===== config.mk =====
export PLATFORM = sky130hd
export DESIGN_NAME = register_bank_sb
export DESIGN_NICKNAME = d
export VERILOG_FILES = /design/src/rtl/register_bank_sb.sv
export SDC_FILE = /design/constraint.sdc
export NUM_CORES = 2
export LEC_CHECK = 0
export ABC_AREA = 0
export BUFFER_PORTS_ARGS = -buffer_cell sky130_fd_sc_hd__clkbuf_2
export CORE_ASPECT_RATIO = 0.75
export CORE_MARGIN = 2
export CORE_UTILIZATION = 33
export CTS_BUF_LIST = sky130_fd_sc_hd__clkbuf_2
export DETAILED_ROUTE_END_ITERATION = 12
export PLACE_DENSITY = 0.5
export REMOVE_ABC_BUFFERS = 1
export SLEW_MARGIN = 10
export SYNTH_ARGS = -nofsm -noshare
export SYNTH_HDL_FRONTEND = slang
export SYNTH_SLANG_ARGS = --single-unit

===== constraint.sdc =====
create_clock -name clk -period 2.7 [get_ports clk]
set_clock_uncertainty 0.05 [all_clocks]
set_input_delay 0.405 -clock clk [delete_from_list [all_inputs] [get_ports clk]]
set_output_delay 0.405 -clock clk [all_outputs]
set_load 0.005 [all_outputs]

===== src/rtl/register_bank_sb.sv =====
// Parametrised register bank with a dedicated PC, four registered read ports,
// optional write-to-read bypass and a pending-write scoreboard for RAW hazards.
module register_bank_sb #(
  parameter int unsigned    BUS      = 32,
  parameter int unsigned    DIR      = 4,
  parameter int unsigned    PC_IDX   = 2**DIR - 1,
  parameter logic [BUS-1:0] PC_RESET = '0,
  parameter bit             ZERO_REG = 1'b0,
  parameter bit             BYPASS   = 1'b1
) (
  input  logic              clk,
  input  logic              rst,
  input  logic              re,
  input  logic [DIR-1:0]    rs,
  input  logic [DIR-1:0]    rx,
  input  logic [DIR-1:0]    rk,
  input  logic [DIR-1:0]    rd,
  output logic [BUS-1:0]    rs_d,
  output logic [BUS-1:0]    rx_d,
  output logic [BUS-1:0]    rk_d,
  output logic [BUS-1:0]    str_reg,
  input  logic              we,
  input  logic [DIR-1:0]    wa,
  input  logic [BUS-1:0]    wb,
  input  logic              pc_we,
  input  logic [BUS-1:0]    pc_i,
  output logic [BUS-1:0]    pc_o,
  input  logic              issue,
  input  logic [DIR-1:0]    issue_addr,
  output logic              hazard,
  output logic [2**DIR-1:0] pending
);

  localparam int unsigned    NReg   = 2**DIR;
  localparam logic [DIR-1:0] PcAddr = DIR'(PC_IDX);

  logic [BUS-1:0]  regs_q [NReg];
  logic [BUS-1:0]  regs_d [NReg];
  logic [BUS-1:0]  pc_q, pc_d;
  logic [BUS-1:0]  pc_o_q;
  logic [NReg-1:0] pend_q, pend_d;
  logic [BUS-1:0]  rdata_q [4];
  logic [BUS-1:0]  rdata_d [4];
  logic [DIR-1:0]  raddr [4];
  logic            any_pend;

  assign raddr[0] = rs;
  assign raddr[1] = rx;
  assign raddr[2] = rk;
  assign raddr[3] = rd;

  // A pending register stops being a hazard when its producer is being
  // forwarded on this very edge.
  always_comb begin
    any_pend = 1'b0;
    for (int i = 0; i < 4; i++) begin
      any_pend = any_pend |
                 (pend_q[raddr[i]] & ~(BYPASS & we & (wa == raddr[i])));
    end
    hazard = re & any_pend;
  end

  always_comb begin
    for (int i = 0; i < 4; i++) begin
      rdata_d[i] = rdata_q[i];
      if (re && !hazard) begin
        if (raddr[i] == PcAddr) begin
          rdata_d[i] = pc_q;
        end else if (ZERO_REG && raddr[i] == '0) begin
          rdata_d[i] = '0;
        end else if (BYPASS && we && wa == raddr[i]) begin
          rdata_d[i] = wb;
        end else begin
          rdata_d[i] = regs_q[raddr[i]];
        end
      end
    end
  end

  always_comb begin
    regs_d = regs_q;
    if (we && wa != PcAddr && !(ZERO_REG && wa == '0)) begin
      regs_d[wa] = wb;
    end
  end

  // pc_we wins over a general write aimed at the PC slot.
  always_comb begin
    pc_d = pc_q;
    if (pc_we) begin
      pc_d = pc_i;
    end else if (we && wa == PcAddr) begin
      pc_d = wb;
    end
  end

  // Clear first so a same-edge issue to the written address re-arms the bit.
  always_comb begin
    pend_d = pend_q;
    if (we) begin
      pend_d[wa] = 1'b0;
    end
    if (issue && issue_addr != PcAddr && !(ZERO_REG && issue_addr == '0)) begin
      pend_d[issue_addr] = 1'b1;
    end
  end

  always_ff @(posedge clk) begin
    if (rst) begin
      regs_q  <= '{default: '0};
      pc_q    <= PC_RESET;
      pc_o_q  <= PC_RESET;
      pend_q  <= '0;
      rdata_q <= '{default: '0};
    end else begin
      regs_q  <= regs_d;
      pc_q    <= pc_d;
      pc_o_q  <= pc_d;
      pend_q  <= pend_d;
      rdata_q <= rdata_d;
    end
  end

  assign rs_d    = rdata_q[0];
  assign rx_d    = rdata_q[1];
  assign rk_d    = rdata_q[2];
  assign str_reg = rdata_q[3];
  assign pc_o    = pc_o_q;
  assign pending = pend_q;

endmodule


==> results.ini <==
[run]
timing.max_cap.violations=0

[grt]
met2_usage_pct=42.7
grt_use_total_pct=29.3
grt_pass1_vias=40100
overflow=0
met1_usage_pct=40.3
grt_pass1_wl_um=291000
grt_max_degree=90
antenna_found_initial=10
top_usage_layer=met2
grt_use_met3_pct=8.83

[die]
row_count=115
start_util_pct=33.3
die_w_um=425
die_h_um=319
io_pins=271
die_area_um2=136000
core_area_um2=131000

[yosys]
synth_top_area_cell=dfxtp_1
synth_top_area_share_pct=31.5
synth-seq-cells=688
synthesis.area_um2=43800
synthCells=4505
yosysMostFrequentCell=nand2_1
synth_edf_count=0
synth-seq-area-share_pct=31.5
postSynthAreaPerCell_um2=9.72
ys_warn_count=0
ys_types=39
async_reset_ff_share_pct=0
ys.flop_type=dfxtp_1
synth.area.top_cells=dfxtp_1 31%, mux4_2 29%, nand2_1 9.5%
netlist_top_cells_count=1105 x nand2_1, 688 x dfxtp_1, 560 x mux4_2

[placement]
pre_cts_slack_ns=-0.169
port_buffers=270
numPlacedInstances=6368
routabilityCongestion=0.876
hpwlAfterDp_um=125000

[clocking]
tritoncts=built
clk_pin_slew_ns=0.12
root_buffer=clkbuf_2
ctsLongestPathBuffers=3
htreeDepth=4
numClockSinks=688
cts_buffers=191
worstSkewPairLatency_ns=1.81

[drt]
drtIter0Drc=5429
ant_nets=0
drtPass1Iterations=8
vias=41800
routed_wl_um=203000
via_per_inst=5.88
drcViolationCount=0
wl_per_cell_um=28.6

[timing]
setup_ws_ns=-1.08
finalCritPeriodShare_pct=140
tightestPinTransition_ns=1.27
finalHoldViolations=8
finalCriticalPeriod_ns=3.78
slew_headroom_pct=15.2
rsz0062_at_grt=true
holdWs_ns=-0.111
fmax_mhz=265
setup_violations=30
slew_viol_final=0

[setup_path]
cp-startpoint=pending[3]$_SDFF_PP0_
r2r_start=regs_q[59]$_SDFFE_PP0P_
crit_path_start_kind=flop
crit_fanout=5
crit_path_end_kind=primary output
cp.required_ns=2.25
arrival_ns=3.32
worstSetupPathType=reg -> out

[finish]
nets=5299
drive_gt1_share_pct=34.3
areaGrowthSynthToFinish_pct=27.0
largest_reg_flops=512
final-instance-count-excl-fill=7118
final_util_pct=42.3
regMostFlops=regs_q

[power]
p_leak_nw=20.4
power.density_nw_per_um2=419
ir_worst_vdd_v=0.000437

[worst_hold_path]
hold_class=in -> reg
hp-start=rk[2]

[run_status]
outcome=finished, violations left
violations=hold timing, setup timing

==> worst max-delay path, cell delays in order, from the launching register on <==
cell      delay [ns]
dfxtp_4         0.39
mux4_2          0.47
mux2i_1         0.13
mux2i_1         0.09
a22oi_1         0.18
buf_4           0.16
a21boi_4        0.07
clkbuf_2        0.12
==> path summary, 6_finish.rpt <==
check	end	slack [ns]	depth (start not counted)
setup / recovery	hazard	-1.08	7
hold / removal	rk_d[29]$_SDFFE_PP0P_	-0.11	8
setup reg to reg	rs_d[27]$_SDFFE_PP0P_	0.05	8
hold reg to reg	rk_d[31]$_SDFFE_PP0P_	0.43	2
==> per-stage QoR <==
step | setup TNS (ns) | total power, W | cell area (um2)
after floorplan | -672.44 | 0.0123 | 41600
after global placement | -0.205 | 0.0146 | 49200
after detailed placement | -0.169 | 0.0146 | 49200
after CTS | -20.61 | 0.0233 | 55200
after global routing | -8.54 | 0.0242 | 55600
final | -2.60 | 0.0233 | 55600
==> layout by cell type, fill, tap and decap left out, types with 13 or more instances in the layout <==
cell	instances
a21oi_1	546
a221o_1	63
nand2b_1	129
nand2_1	1092
a211oi_1	32
clkinv_1	48
a211o_1	32
mux2i_1	298
nor2b_1	69
buf_12	108
dfxtp_4	64
nand2_2	13
clkbuf_2	481
nor2_1	176
buf_4	306
dfxtp_1	506
mux2_2	66
o221ai_1	31
dlygate4sd3_1	310
buf_6	42
o21ai_0	126
mux4_2	560
dfxtp_2	118
==> area by class of cell <==
cell class | count | area, um2
diodes | 12 | 30.0
clock buffers | 267 | 1340
clock inverters | 72 | 414
fillers | 12800 | 75800
inverters | 2 | 7.51
multi-input cells | 3319 | 28000
flip-flops and latches | 688 | 14200
well taps | 1755 | 2200
repair buffers | 1003 | 9440
==> power breakdown <==
| part | switching (W) | leakage, nW | internal [W] |
|---|---|---|---|
| Combinational | 0.00244 | 13.4 | 0.00199 |
| Clock | 0.00523 | 1.31 | 0.00303 |
| Sequential | 0.000250 | 5.67 | 0.0104 |
| Total | 0.00792 | 20.4 | 0.0154 |
==> metal layers <==
layer,vias to the layer above,wire (um)
met1,20800,84100
met4,8,8160
met2,2657,87500
li1,18000,-
met3,438,23500
met5,-,192
==> cells by family (layout without fill, tap and decap cells) <==
| group | count (synthesis) | in the layout | share of synthesized area [%] |
|---|---|---|---|
| and+or+nand+nor | 1528 | 1528 | 14.5 |
| xor gates and xnor gates | 16 | 16 | 0.320 |
| buffers and inverters | 498 | 1344 | 5.13 |
| other | 0 | 12 | 0 |
| DFF | 688 | 688 | 31.5 |
| muxes | 924 | 924 | 37.3 |
| AOI/OAI and AO/OA | 851 | 851 | 11.3 |
==> what timing repair did <==
item,in CTS,in global routing
hold buffers,330,8
setup buffers,54,19
setup endpoints to repair,173,132
pin swaps,2,1
endpoints found under the hold margin,688,523
gates resized for setup,251,76
No activity file was read; power rests on OpenSTA's default activity.
